==> src/rtl/voltmeter_pkg.sv <==
// Shared constants, header layout and FSM encoding for the result framing path.
// Pure declarations: no logic, no latency, no flow control.
package voltmeter_pkg;

  localparam int FRAME_BYTES = 5;

  localparam logic [7:0] CMD_CLR_OVF = 8'h01;
  localparam logic [7:0] CMD_FLUSH   = 8'h02;

  localparam int HDR_VALID_BIT = 7;
  localparam int HDR_OVF_BIT   = 6;
  localparam int HDR_LEVEL_MSB = 3;

  typedef enum logic [1:0] {
    IDLE   = 2'd0,
    ACTIVE = 2'd1,
    CLOSE  = 2'd2
  } state_e;

  function automatic logic [7:0] make_hdr(input logic valid, input logic ovf,
                                          input logic [3:0] level);
    logic [7:0] h;
    h                    = 8'h00;
    h[HDR_VALID_BIT]     = valid;
    h[HDR_OVF_BIT]       = ovf;
    h[HDR_LEVEL_MSB:0]   = level;
    return h;
  endfunction

endpackage

==> src/rtl/result_fifo.sv <==
// 32-bit synchronous result FIFO; push/pop/flush act on the clock edge, status is registered.
// Push while full is accepted only together with a pop; flush overrides push and pop.
module result_fifo #(
  parameter int DEPTH = 4
) (
  input  logic        clk_i,
  input  logic        rst_n_i,
  input  logic        push_i,
  input  logic [31:0] push_dat_i,
  input  logic        pop_i,
  input  logic        flush_i,
  output logic        full_o,
  output logic        empty_o,
  output logic [3:0]  level_o,
  output logic [31:0] head_dat_o
);

  localparam int AW = $clog2(DEPTH);

  logic [AW-1:0] wr_ptr_q, wr_ptr_d;
  logic [AW-1:0] rd_ptr_q, rd_ptr_d;
  logic [AW:0]   count_q, count_d;
  logic          empty_q, empty_d;
  logic [31:0]   mem_q [DEPTH];
  logic          do_push, do_pop;

  assign full_o  = (count_q == (AW+1)'(DEPTH));
  assign do_pop  = pop_i & ~empty_q;
  assign do_push = push_i & (~full_o | do_pop);

  always_comb begin
    wr_ptr_d = wr_ptr_q;
    rd_ptr_d = rd_ptr_q;
    count_d  = count_q;
    if (flush_i) begin
      wr_ptr_d = '0;
      rd_ptr_d = '0;
      count_d  = '0;
    end else begin
      if (do_push) wr_ptr_d = wr_ptr_q + AW'(1);
      if (do_pop)  rd_ptr_d = rd_ptr_q + AW'(1);
      count_d = count_q + (AW+1)'(do_push) - (AW+1)'(do_pop);
    end
    empty_d = (count_d == '0);
  end

  always_ff @(posedge clk_i or negedge rst_n_i) begin
    if (!rst_n_i) begin
      wr_ptr_q <= '0;
      rd_ptr_q <= '0;
      count_q  <= '0;
      empty_q  <= 1'b1;
    end else begin
      wr_ptr_q <= wr_ptr_d;
      rd_ptr_q <= rd_ptr_d;
      count_q  <= count_d;
      empty_q  <= empty_d;
    end
  end

  // Storage needs no reset: entries are only read once count marks them live.
  always_ff @(posedge clk_i) begin
    if (do_push && !flush_i) mem_q[wr_ptr_q] <= push_dat_i;
  end

  assign empty_o    = empty_q;
  assign level_o    = 4'(count_q);
  assign head_dat_o = mem_q[rd_ptr_q];

endmodule

==> src/rtl/result_framer.sv <==
// Queues {count,status} results and serves the oldest as a 5-byte SPI frame per chip-select.
// CS edges act 3 cycles late; MISO load strobe is 1 cycle after rx_dv; full FIFO drops captures.
module result_framer
  import voltmeter_pkg::*;
#(
  parameter int DEPTH = 4
) (
  input  logic        clk_i,
  input  logic        rst_n_i,
  input  logic        capture_i,
  input  logic [15:0] count_i,
  input  logic [15:0] status_i,
  input  logic        cs_n_i,
  input  logic        rx_dv_i,
  input  logic [7:0]  rx_byte_i,
  output logic        tx_dv_o,
  output logic [7:0]  tx_byte_o,
  output logic        irq_o,
  output logic        overflow_o,
  output logic [3:0]  level_o
);

  state_e      state_q, state_d;
  logic        cs_meta_q, cs_sync_q, cs_prev_q;
  logic [39:0] frame_q, frame_d;
  logic [2:0]  idx_q, idx_d;
  logic        first_q, first_d;
  logic        flush_pend_q, flush_pend_d;
  logic        ovf_q, ovf_d;
  logic        tx_dv_q, tx_dv_d;
  logic [7:0]  tx_byte_q, tx_byte_d;

  logic        fifo_full, fifo_empty;
  logic [3:0]  fifo_level;
  logic [31:0] fifo_head;
  logic        cs_fall, cs_rise;
  logic        close_pop, close_flush, fifo_push, ovf_set, cmd_vld;
  logic [7:0]  hdr, cur_byte;

  assign cs_fall = cs_prev_q & ~cs_sync_q;
  assign cs_rise = ~cs_prev_q & cs_sync_q;
  assign hdr     = make_hdr(~fifo_empty, ovf_q, fifo_level);
  assign cmd_vld = (state_q == ACTIVE) & rx_dv_i & first_q;

  // Only a frame that reached the last byte and carried a valid entry consumes it.
  assign close_pop   = (state_q == CLOSE) && (idx_q == 3'(FRAME_BYTES))
                       && frame_q[32 + HDR_VALID_BIT];
  assign close_flush = (state_q == CLOSE) & flush_pend_q;
  assign fifo_push   = capture_i & ~close_flush;
  assign ovf_set     = fifo_push & fifo_full & ~close_pop;

  result_fifo #(.DEPTH(DEPTH)) u_fifo (
    .clk_i      (clk_i),
    .rst_n_i    (rst_n_i),
    .push_i     (fifo_push),
    .push_dat_i ({count_i, status_i}),
    .pop_i      (close_pop),
    .flush_i    (close_flush),
    .full_o     (fifo_full),
    .empty_o    (fifo_empty),
    .level_o    (fifo_level),
    .head_dat_o (fifo_head)
  );

  always_ff @(posedge clk_i or negedge rst_n_i) begin
    if (!rst_n_i) begin
      cs_meta_q <= 1'b1;
      cs_sync_q <= 1'b1;
      cs_prev_q <= 1'b1;
    end else begin
      cs_meta_q <= cs_n_i;
      cs_sync_q <= cs_meta_q;
      cs_prev_q <= cs_sync_q;
    end
  end

  always_ff @(posedge clk_i or negedge rst_n_i) begin
    if (!rst_n_i) state_q <= IDLE;
    else          state_q <= state_d;
  end

  always_comb begin
    state_d = state_q;
    case (state_q)
      IDLE:    if (cs_fall) state_d = ACTIVE;
      ACTIVE:  if (cs_rise) state_d = CLOSE;
      CLOSE:   state_d = IDLE;
      default: state_d = IDLE;
    endcase
  end

  always_comb begin
    case (idx_q)
      3'd0:    cur_byte = frame_q[39:32];
      3'd1:    cur_byte = frame_q[31:24];
      3'd2:    cur_byte = frame_q[23:16];
      3'd3:    cur_byte = frame_q[15:8];
      3'd4:    cur_byte = frame_q[7:0];
      default: cur_byte = 8'h00;
    endcase
  end

  always_comb begin
    tx_dv_d   = 1'b0;
    tx_byte_d = tx_byte_q;
    case (state_q)
      IDLE: begin
        if (cs_sync_q) begin
          tx_dv_d   = 1'b1;
          tx_byte_d = hdr;
        end
      end
      ACTIVE: begin
        if (rx_dv_i) begin
          tx_dv_d   = 1'b1;
          tx_byte_d = cur_byte;
        end
      end
      default: ;
    endcase
  end

  always_comb begin
    frame_d      = frame_q;
    idx_d        = idx_q;
    first_d      = first_q;
    flush_pend_d = flush_pend_q;
    ovf_d        = ovf_q;
    case (state_q)
      IDLE: begin
        if (cs_fall) begin
          frame_d      = {hdr, fifo_empty ? 32'h0 : fifo_head};
          idx_d        = 3'd1;
          first_d      = 1'b1;
          flush_pend_d = 1'b0;
        end
      end
      ACTIVE: begin
        if (rx_dv_i) begin
          first_d = 1'b0;
          if (idx_q < 3'(FRAME_BYTES)) idx_d = idx_q + 3'd1;
          if (first_q && rx_byte_i == CMD_FLUSH) flush_pend_d = 1'b1;
        end
      end
      CLOSE: begin
        idx_d        = 3'd0;
        flush_pend_d = 1'b0;
      end
      default: ;
    endcase
    if (ovf_set)                                   ovf_d = 1'b1;
    else if (cmd_vld && rx_byte_i == CMD_CLR_OVF)  ovf_d = 1'b0;
  end

  always_ff @(posedge clk_i or negedge rst_n_i) begin
    if (!rst_n_i) begin
      frame_q      <= '0;
      idx_q        <= '0;
      first_q      <= 1'b0;
      flush_pend_q <= 1'b0;
      ovf_q        <= 1'b0;
      tx_dv_q      <= 1'b0;
      tx_byte_q    <= 8'h00;
    end else begin
      frame_q      <= frame_d;
      idx_q        <= idx_d;
      first_q      <= first_d;
      flush_pend_q <= flush_pend_d;
      ovf_q        <= ovf_d;
      tx_dv_q      <= tx_dv_d;
      tx_byte_q    <= tx_byte_d;
    end
  end

  assign tx_dv_o    = tx_dv_q;
  assign tx_byte_o  = tx_byte_q;
  assign irq_o      = ~fifo_empty;
  assign overflow_o = ovf_q;
  assign level_o    = fifo_level;

endmodule

==> config.mk <==
export PLATFORM = sky130hd
export DESIGN_NAME = result_framer
export DESIGN_NICKNAME = d
export VERILOG_FILES = /design/src/rtl/voltmeter_pkg.sv /design/src/rtl/result_fifo.sv /design/src/rtl/result_framer.sv
export SDC_FILE = /design/constraint.sdc
export NUM_CORES = 1
export LEC_CHECK = 0
export CAP_MARGIN = 25
export CORE_MARGIN = 4
export CORE_UTILIZATION = 35
export CTS_CLUSTER_SIZE = 20
export DETAILED_ROUTE_END_ITERATION = 8
export GPL_TIMING_DRIVEN = 0
export PLACE_DENSITY_LB_ADDON = 0.08
export SYNTH_ARGS = -nofsm -noshare
export SYNTH_HDL_FRONTEND = slang
export SYNTH_SLANG_ARGS = --single-unit
==> constraint.sdc <==
create_clock -name clk_i -period 3.37 [get_ports clk_i]
set_input_delay 0.674 -clock clk_i [delete_from_list [all_inputs] [get_ports clk_i]]
set_output_delay 0.674 -clock clk_i [all_outputs]
set_load 0.03 [all_outputs]
==> results.toml <==
[floorplan]
initial_core_util_pct = 35.6
ios = 60
rows = 54
dieWidth_um = 157
die_h_um = 157
coreArea_sq_um = 21800
dieArea_sq_um = 24600

[global_route]
grt_pass1_vias = 4493
grt_max_degree = 66
grt_use_total_pct = 14.3
antenna_found_initial = 0
grt-ovfl-total = 0
grt_pass1_wl_mm = 26.4

[placement]
dp.cells = 784
gp_congestion = 0.811
port_buffers = 58
dp_slack_ns = 0.528
hpwl_mm = 11.4
dpl_cell_area_sq_um = 8780

[synthesis]
seq_area_frac_synth_pct = 70.5
ys_types = 50
ys.flop_type = "edfxtp_1"
async_reset_ff_share_pct = 33.7
syn_area_sq_um = 7770
ys_ff_latch = 193
ys_warn_count = 0
postSynthAreaPerCell_sq_um = 17.6
yosysTopAreaCell = "edfxtp_1"
synth_cells = 442
yosys.area.top_type_share_pct = 49.5
synth_edf_count = 128
synthTopCellsByArea = "edfxtp_1, dfrtp_1, mux4_2, a22o_1, ha_1"
synth_fp_nets = 502

[worst_hold_path]
hp-class = "input port to async pin"

[power_and_ir_drop]
peakVddDrop_mv = 0.283
p_seq_share_pct = 46.3
internal-power_mw = 5.16
p_clk_share_pct = 25.9
power_density_nw_per_um2 = 815
sw_frac_of_total_pct = 32.3
netSwitchingPower_mw = 2.46
p_leak_nw = 3.37
pwr-share-comb_pct = 27.8

[routing]
routedWlPerCell_um = 20.6
viasPerCell = 5.18
drc = 0
drt_iter0_drc = 235
ant_nets = 0
vias = 4219
drtPass1Iterations = 4
wirelength_mm = 16.8

[clocking]
cts_sinks = 193
clk_pin_slew_ns = 0.07
h-tree-depth = 4
cts_made_buffers = 17
cts_setup_buffers = 0
cts_tree = "built"
clk-insertion-delay-late_ns = 0.44
cts-root-buf = "clkbuf_16"
post_cts_resized = 0
hold_buffers = 0
clockBufferDepth = 2

[setup_path]
crit_end = "u_fifo.empty_o"
required_ns = 3.75
max_stage_delay_ns = 0.40
crit_path_start_kind = "flip-flop"
r2r_setup_slack_ns = 0.53
cp_slowest_cell = "dfrtp_1"
critPathLaunch = "state_q[0]"
crit_arrival_ns = 3.22
r2r-start = "state_q[0]"
crit_path_cell_trace = "inv_1, ha_1, buf_4, nand4_1, o21ai_2, and3_1, ha_1, inv_1, fa_1, xor2_1, xnor2_1, nand3b_1, nand2_1"
reg2reg_to = "u_fifo.empty_o"
rr_worst_depth = 13
path_class = "flip-flop to flip-flop"
end_kind = "flip-flop"
worstPathMaxFanout = 8

[sta]
fin_crit_sh_pct = 84.2
setup_tns_ns = 0
slew_viol_final = 0
fmax_ghz = 0.352
worstMarginPinSlew_ns = 0.842
maxSlewHeadroom_pct = 43.9
post-route-worst-setup-slack_ns = 0.531
setup_viol = 0
post-route-min-period_ns = 2.84
hold_viol_final = 0
rsz0062_at_grt = "false"
fin_skew_ns = 0.0165
holdWs_ns = 0.332

[final_layout]
layout.nets = 583
diodes = 0
areaGrowthSynthToFinish_pct = 20.4
fin_cells = 815
design_area_sq_um = 9350
drive_above_1_share_pct = 17.8

[flow_run]
maxCapViolCount = 0

[outcome]
status = "complete, no violations"
## worst max-delay path, delay by kind of cell (launching register included)
kind | cells | cell delay [ns]
compound gates | 1 | 0.30
xor+xnor | 2 | 0.35
simple gates | 4 | 0.73
fa+ha+maj | 3 | 0.69
buf+inv | 3 | 0.32
flops | 1 | 0.40
## metrics by stage
| stage | total power, mW | util (%) |
|---|---|---|
| after floorplan | 4.85 | - |
| after global placement | 5.64 | 39.9 |
| after detailed placement | 5.73 | 40.2 |
| after CTS | 7.72 | 42.9 |
| after global routing | 8.06 | 42.9 |
| final | 7.62 | 42.9 |
## flip-flops by register name (all words and copies together) (netlist names)
name and cells:
cs_meta_q 1, cs_prev_q 1, cs_sync_q 1, first_q 1, flush_pend_q 1, frame_q 37, idx_q 3, overflow_o 1
state_q 2, tx_byte_o 8, tx_dv_o 1, u_fifo.count_q 3, u_fifo.empty_o 1, u_fifo.mem_q 128, u_fifo.rd_ptr_q 2, u_fifo.wr_ptr_q 2
## Yosys cell counts (all sizes together) (2+ instances only)
master	n
edfxtp	128
dfrtp	61
a22o	37
mux4	32
nand2	18
buf	17
o21ai	15
ha	14
a21oi	13
inv	13
nor2	9
a221oi	7
a32o	7
and3	7
clkbuf	7
and2	5
mux2	5
o221ai	5
dfstp	4
nand2b	4
nor2b	4
nand4	3
xnor2	3
a21o	2
nand3	2
nor3b	2
xor2	2
## power by group through the flow
stage | Clock [mW] | Sequential (mW) | Combinational, mW
3_5_place_dp | 0 | 3.59 | 2.14
2_1_floorplan | 0 | 3.59 | 1.27
3_3_place_gp | 0 | 3.59 | 2.05
5_1_grt | 2.13 | 3.59 | 2.34
6_report | 1.97 | 3.53 | 2.12
4_1_cts | 2.03 | 3.54 | 2.15
## final cells by class
type	count	area, sq um
sequential	193	5480
clock inverter	14	146
buffer	24	168
fill	1930	12500
timing repair buffer	62	658
tap	280	350
multi-input combinational	212	2080
inverter	13	48.8
clock buffer	17	425
## per-layer routing
metal,share of wire [%],up-vias,global-route usage [%]
met1,47,2194,19.8
li1,-,1928,-
met3,3.6,14,3.33
met2,49,83,23.3
met5,0,-,0
met4,0.84,0,3.22
## kinds of logic after synthesis
family | share of synthesized area (%)
DFF | 70.5
muxes | 10.2
buffers and inverters | 2.79
and+or+nand+nor | 3.75
xor gates and xnor gates | 0.564
adders and majority gates | 2.51
other | 0.0483
AOI/OAI and AO/OA | 9.66
## layout by cell type (no fill, tap or decap), types with 3 or more instances in the layout
cell             count
clkbuf_16           17
ha_1                14
mux4_2              28
nand4_1              3
xnor2_1              3
a32o_1               7
nand2b_1             4
nor2b_1              4
buf_12               7
nor2_1               8
a221oi_1             7
edfxtp_1           128
dfstp_2              4
a21oi_1             13
clkinv_4             3
and3_1               7
inv_1               13
o221ai_1             5
buf_2               11
o21ai_0             13
buf_4                3
inv_8                5
a22o_1              37
mux4_1               4
nand2_1             18
dfrtp_1             61
mux2_2               5
and2_2               4
clkbuf_1             7
clkdlybuf4s50_1     57
## worst min-delay path by stage
stage                     slack (ns)      start            endpoint  cells after the start
after floorplan                 0.35  cs_meta_q           cs_sync_q                      0
after global placement          0.35  cs_meta_q           cs_sync_q                      0
after global routing            0.37  cs_meta_q           cs_sync_q                      0
final                           0.33    rst_n_i  u_fifo.wr_ptr_q[0]                      1
after CTS                       0.36  cs_meta_q           cs_sync_q                      0
after detailed placement        0.35  cs_meta_q           cs_sync_q                      0
Note: power is estimated with default switching activity, not from simulation.
